`config.mk`:
```
export PLATFORM = sky130hd
export DESIGN_NAME = fetch_sequencer_flat
export DESIGN_NICKNAME = d
export VERILOG_FILES = /design/src/rtl/fetch_sequencer_if.sv /design/src/rtl/fetch_sequencer.sv /design/src/flat_wrapper.sv
export SDC_FILE = /design/constraint.sdc
export NUM_CORES = 1
export LEC_CHECK = 0
export ABC_AREA = 0
export CAP_MARGIN = 20
export CORE_MARGIN = 3
export CORE_UTILIZATION = 50
export DETAILED_ROUTE_END_ITERATION = 8
export GPL_TIMING_DRIVEN = 0
export PLACE_DENSITY = 0.87
export REMOVE_ABC_BUFFERS = 1
export SLEW_MARGIN = 30
export SYNTH_ARGS = -nofsm -noshare
export SYNTH_HDL_FRONTEND = slang
export SYNTH_SLANG_ARGS = --single-unit
export TNS_END_PERCENT = 5
```
`constraint.sdc`:
```
create_clock -name clk_i -period 5.92 [get_ports clk_i]
set_input_delay 1.184 -clock clk_i [delete_from_list [all_inputs] [get_ports clk_i]]
set_output_delay 1.184 -clock clk_i [all_outputs]
set_load 0.005 [all_outputs]
```
`src/rtl/fetch_sequencer_if.sv`:
```
// Fetch sequencer bus bundle.
// Groups the memory read port, instruction-register strobes, the decode handshake and the
// control-unit PC/halt inputs into one interface.
//   master : the fetch sequencer (drives mem_read, address, ir_*, instr_valid, halted,
//            pc_out, instr_count; receives mem_ready, instr_accept, pc_load, pc_in, halt)
//   slave  : memory / instruction register / decode / control unit side
interface fetch_sequencer_if #(
  parameter int unsigned ADDR_WIDTH = 16
);
  logic                  mem_ready;
  logic                  mem_read;
  logic [ADDR_WIDTH-1:0] address;
  logic                  ir_write;
  logic                  ir_lh;
  logic                  instr_valid;
  logic                  instr_accept;
  logic                  pc_load;
  logic [ADDR_WIDTH-1:0] pc_in;
  logic                  halt;
  logic                  halted;
  logic [ADDR_WIDTH-1:0] pc_out;
  logic [15:0]           instr_count;

  modport master (
    input  mem_ready, instr_accept, pc_load, pc_in, halt,
    output mem_read, address, ir_write, ir_lh, instr_valid, halted, pc_out, instr_count
  );

  modport slave (
    output mem_ready, instr_accept, pc_load, pc_in, halt,
    input  mem_read, address, ir_write, ir_lh, instr_valid, halted, pc_out, instr_count
  );
endinterface

```
`src/rtl/fetch_sequencer.sv`:
```
// Fetch sequencer: owns the PC, reads two consecutive bytes (low half at PC, high half at
// PC+1) into the 16-bit instruction register, then offers the instruction to decode with a
// valid/accept handshake. On accept, the control unit may redirect the PC and/or halt.
// Ports:
//   clk_i  : rising-edge clock
//   rst_ni : asynchronous active-low reset
//   bus    : fetch_sequencer_if.master (memory, IR strobes, decode handshake, control)
module fetch_sequencer #(
  parameter int unsigned           ADDR_WIDTH = 16,
  parameter logic [ADDR_WIDTH-1:0] RESET_PC   = '0
) (
  input  logic              clk_i,
  input  logic              rst_ni,
  fetch_sequencer_if.master bus
);

  typedef enum logic [1:0] {StFetchL, StFetchH, StValid, StHalt} state_e;

  state_e                state_q, state_d;
  logic [ADDR_WIDTH-1:0] pc_q, pc_d;
  logic [15:0]           count_q, count_d;

  logic mem_read, ir_write, ir_lh, instr_valid, halted;

  always_comb begin
    state_d     = state_q;
    pc_d        = pc_q;
    count_d     = count_q;
    mem_read    = 1'b0;
    ir_write    = 1'b0;
    ir_lh       = 1'b0;
    instr_valid = 1'b0;
    halted      = 1'b0;

    unique case (state_q)
      StFetchL: begin
        mem_read = 1'b1;
        // Same-edge capture: the IR latches the bus on the edge that advances the PC.
        ir_write = bus.mem_ready;
        if (bus.mem_ready) begin
          pc_d    = pc_q + ADDR_WIDTH'(1);
          state_d = StFetchH;
        end
      end
      StFetchH: begin
        mem_read = 1'b1;
        ir_lh    = 1'b1;
        ir_write = bus.mem_ready;
        if (bus.mem_ready) begin
          pc_d    = pc_q + ADDR_WIDTH'(1);
          state_d = StValid;
        end
      end
      StValid: begin
        instr_valid = 1'b1;
        if (bus.instr_accept) begin
          if (count_q != 16'hFFFF) begin
            count_d = count_q + 16'd1;
          end
          if (bus.pc_load) begin
            pc_d = bus.pc_in;
          end
          state_d = bus.halt ? StHalt : StFetchL;
        end
      end
      StHalt: begin
        halted = 1'b1;
      end
      default: begin
        state_d = StFetchL;
      end
    endcase
  end

  always_ff @(posedge clk_i or negedge rst_ni) begin
    if (!rst_ni) begin
      state_q <= StFetchL;
      pc_q    <= RESET_PC;
      count_q <= '0;
    end else begin
      state_q <= state_d;
      pc_q    <= pc_d;
      count_q <= count_d;
    end
  end

  // Reset puts the FSM in StFetchL, which would otherwise request a read; hold every
  // strobe low for as long as reset is asserted.
  assign bus.mem_read    = mem_read & rst_ni;
  assign bus.ir_write    = ir_write & rst_ni;
  assign bus.ir_lh       = ir_lh & rst_ni;
  assign bus.instr_valid = instr_valid & rst_ni;
  assign bus.halted      = halted & rst_ni;

  assign bus.address     = pc_q;
  assign bus.pc_out      = pc_q;
  assign bus.instr_count = count_q;

endmodule

```
`src/flat_wrapper.sv`:
```
// flat-port wrapper written by rule: the top's interface ports become plain ports
module fetch_sequencer_flat 
#(
  parameter int unsigned           ADDR_WIDTH = 16,
  parameter logic [ADDR_WIDTH-1:0] RESET_PC   = '0
)
  (clk_i, rst_ni, bus_mem_ready, bus_instr_accept, bus_pc_load, bus_pc_in, bus_halt, bus_mem_read, bus_address, bus_ir_write, bus_ir_lh, bus_instr_valid, bus_halted, bus_pc_out, bus_instr_count);
  fetch_sequencer_if #(.ADDR_WIDTH(ADDR_WIDTH)) bus_i ();
  input  logic clk_i;
  input  logic rst_ni;
  input wire logic [$bits(bus_i.mem_ready)-1:0] bus_mem_ready;
  input wire logic [$bits(bus_i.instr_accept)-1:0] bus_instr_accept;
  input wire logic [$bits(bus_i.pc_load)-1:0] bus_pc_load;
  input wire logic [$bits(bus_i.pc_in)-1:0] bus_pc_in;
  input wire logic [$bits(bus_i.halt)-1:0] bus_halt;
  output wire logic [$bits(bus_i.mem_read)-1:0] bus_mem_read;
  output wire logic [$bits(bus_i.address)-1:0] bus_address;
  output wire logic [$bits(bus_i.ir_write)-1:0] bus_ir_write;
  output wire logic [$bits(bus_i.ir_lh)-1:0] bus_ir_lh;
  output wire logic [$bits(bus_i.instr_valid)-1:0] bus_instr_valid;
  output wire logic [$bits(bus_i.halted)-1:0] bus_halted;
  output wire logic [$bits(bus_i.pc_out)-1:0] bus_pc_out;
  output wire logic [$bits(bus_i.instr_count)-1:0] bus_instr_count;
  assign bus_i.mem_ready = bus_mem_ready;
  assign bus_i.instr_accept = bus_instr_accept;
  assign bus_i.pc_load = bus_pc_load;
  assign bus_i.pc_in = bus_pc_in;
  assign bus_i.halt = bus_halt;
  assign bus_mem_read = bus_i.mem_read;
  assign bus_address = bus_i.address;
  assign bus_ir_write = bus_i.ir_write;
  assign bus_ir_lh = bus_i.ir_lh;
  assign bus_instr_valid = bus_i.instr_valid;
  assign bus_halted = bus_i.halted;
  assign bus_pc_out = bus_i.pc_out;
  assign bus_instr_count = bus_i.instr_count;
  fetch_sequencer #(.ADDR_WIDTH(ADDR_WIDTH), .RESET_PC(RESET_PC)) u_core (.clk_i(clk_i), .rst_ni(rst_ni), .bus(bus_i));
endmodule
```
==> metrics.txt <==
per-cell via count in the routed design=between 5 and 6; worst reg2reg path depth=6; Worst-Skew Late Latency=roughly 0.29 ns; fmax=roughly 280 MHz; final count of hold timing violations=0; weighted congestion reported at the end of routability-driven placement=roughly 0.8; leakage power of the design=1.217 nW; initial antenna violation count=0; Min-Delay Path Class=register to register; final setup skew=a little under 0.006 ns; Crit path required time=4.74 ns; MaxCap Viol Count=0; number of synthesized flops with an enable pin=0; fin crit share=60.42%; sink count of the clock tree=34; mean routed wirelength per cell=~16 µm; number of inserted diodes=0; start point of the worst hold path=u_core.bus.instr_count[14]; sum of net half-perimeters after detailed placement=between 4 and 5 mm; Antenna Nets Post-Route=0; startpoint type of the worst setup path=input port; largest net degree at the start of global routing=26; library cell with the highest instance count after synthesis=dfrtp_1; Via Count=2049; Die X-Extent=~73 µm; worst relative slew slack=39.15%; fraction of registers with async set/reset=between 90% and 100%; power density of the placed cells=170.4 mW/mm²; #FFs+latches synth=34; number of clock buffers inserted by TritonCTS=5; sequential-to-total area share from yosys stat=about two fifths; Mean Syn Cell Area=around 9.1 µm²; outcome=finished clean; Overflow after GRT=0; source of the worst register-to-register timing path=u_core.state_q[0]; top post-synthesis cells by area=dfrtp_1, buf_4, xor2_1, ha_1, nand2_1; shortest clock period the worst path allows after layout=between 3 and 4 ns; fraction of final layout cells sized beyond drive strength 1=approximately 8.9%; Core Footprint=around 0.0041 mm²; Worst Path Arrival=2.39 ns; post-CTS resize count=0; yosys warns=0; synth-to-layout area growth=35.29%; clk buf depth=2; Die ar.=between 0.005 and 0.006 mm²; final setup violation count=0; primary flip-flop cell chosen by synthesis mapping=dfrtp_1; total number of nets in the final design=330; total standard cell area after synthesis=between 0.002 and 0.0025 mm²; crit-path max FO=14; starting density of the core=53.89%; clock tree root driver cell=clkbuf_8; First-pass DRT Iterations=4; Worst setup EP type=output pin; number of global-route vias before repair=1951; RSZ-0062 raised after global routing=no; most common library cells after synthesis=dfrtp_1, nand2_1, buf_4; wire length of the first global-routing pass=around 9.3 mm; FF+latch area=between 800 and 900 µm²; fillcell total=between 300 and 400; number of buffers inserted for hold repair after clock tree synthesis=0; dpl cell area=approximately 0.0029 mm²; area of the multi-input gates=between 0.001 and 0.0015 mm²; worst hold stages=1; worst r2r dst=u_core.bus.address[6]; Post-Syn Instances=around 250; library cell with the largest summed area after synthesis=dfrtp_1; global routing usage summed across all routing layers=between 20% and 30%; number of library cell types mapped by synthesis=52; Fin Setup TNS=0 ns; slew at the pin closest to its max-slew limit=about 0.9 ns; num ports=between 70 and 80; post-route cell area=around 0.0030 mm²; clock tree from TritonCTS=yes; die extent in y=72.84 µm; Worst Setup Path Type=input port to output pin; Post-CTS Setup Bufs=0; hold endpoint=u_core.bus.instr_count[14]; top-area cell type share of the netlist area=around two fifths; worst setup slack for register-to-register paths=approximately 2.9 ns; worst IR drop on VDD=around 0.00014 V; Reg clk slew, reported paths=0.08 ns; number of levels in the clock H-tree=2; total wire length=about 5.6 mm; DRC violations left=0; First DRT Iteration DRCs=roughly 220; max-slew violation total from the final report=0; Port Buf Inserts=74; standard-cell row count=23
[logic make-up (layout without fill, tap and decap cells)]
group,Yosys count,in the layout,share of synthesized area (%)
compound gates,40,40,12.55
xor+xnor,14,14,5.490
fa+ha+maj,6,6,3.361
buf+inv,34,91,9.131
flops,34,34,38.10
mux,5,5,2.409
simple gates,113,113,28.96
[layout make-up]
class	instances	area share, %
inverters	8	0.9938
flip-flops and latches	34	28.16
clock buffers	5	2.277
multi-input cells	178	39.21
repair buffers	75	25.01
well taps	50	2.070
clock inverters	3	2.277
[per-stage QoR]
step	worst slack, ns	hold slack [ns]	utilization [%]	instances	power (mW)
after CTS	2.344	0.4994	72.77	353	0.5191
after floorplan	3.241	0.4888	-	220	0.2374
after detailed placement	2.352	0.4881	69.44	345	0.2593
after global placement	0.9069	0.4844	69.08	344	0.2578
after global routing	2.251	0.5291	72.92	353	0.5314
final	2.343	0.4939	72.92	353	0.5149
[worst max path at each step]
stage,start,to,slack (ns)
finish,rst_ni,bus_ir_write,2.34
global route,rst_ni,bus_ir_write,2.25
CTS,rst_ni,bus_ir_write,2.34
detailed placement,rst_ni,bus_ir_write,2.35
global placement,rst_ni,bus_ir_write,0.91
floorplan,rst_ni,bus_ir_write,3.24
[sequential cells by signal (all words and copies together) (netlist names)]
signal / cells
u_core.bus.address: 16
u_core.bus.instr_count: 16
u_core.state_q: 2
[cells in the final DEF, fill, tap and decap left out, types with 2 or more instances in the layout]
cell,instances
nand2_1,20
nor3b_1,3
nand3_1,8
clkdlybuf4s50_1,73
and2_1,9
or2_2,4
nand2b_1,3
nor3_1,14
o21ai_0,9
mux2_2,3
o22a_1,2
nor2_1,12
and4_1,2
o22ai_1,8
a22oi_1,2
bufinv_16,2
inv_1,8
mux2i_1,2
and3_1,2
dfrtp_1,34
o211a_1,2
or3_1,2
nand4_1,10
xor2_1,11
nor4_1,11
ha_1,6
a21oi_1,5
nor4b_1,2
nor2b_1,2
xnor2_1,3
clkbuf_8,5
[report_power, final]
part / internal [mW] / switching [mW] / leakage, nW
Sequential: 0.232 / 0 / 0.454
Clock: 0.169 / 0.0916 / 0.0683
Combinational: 0.0141 / 0.00831 / 0.694
[routing by layer]
layer	track usage (%)	part of all wire (%)	routed length [µm]	vias to the layer above
li1	-	-	-	992
met1	29.23	43	2398	972
met2	36.37	51	2837	73
met3	4.683	4.8	268	12
met4	6.557	1.7	94	0
met5	0	0	0	-
[worst max-delay path, stage by stage]
cell	delay (ns)
buf_2	0.29
nor2b_1	0.25
and2_1	0.15
clkdlybuf4s50_1	0.52
No activity file was read; power rests on OpenSTA's default activity.
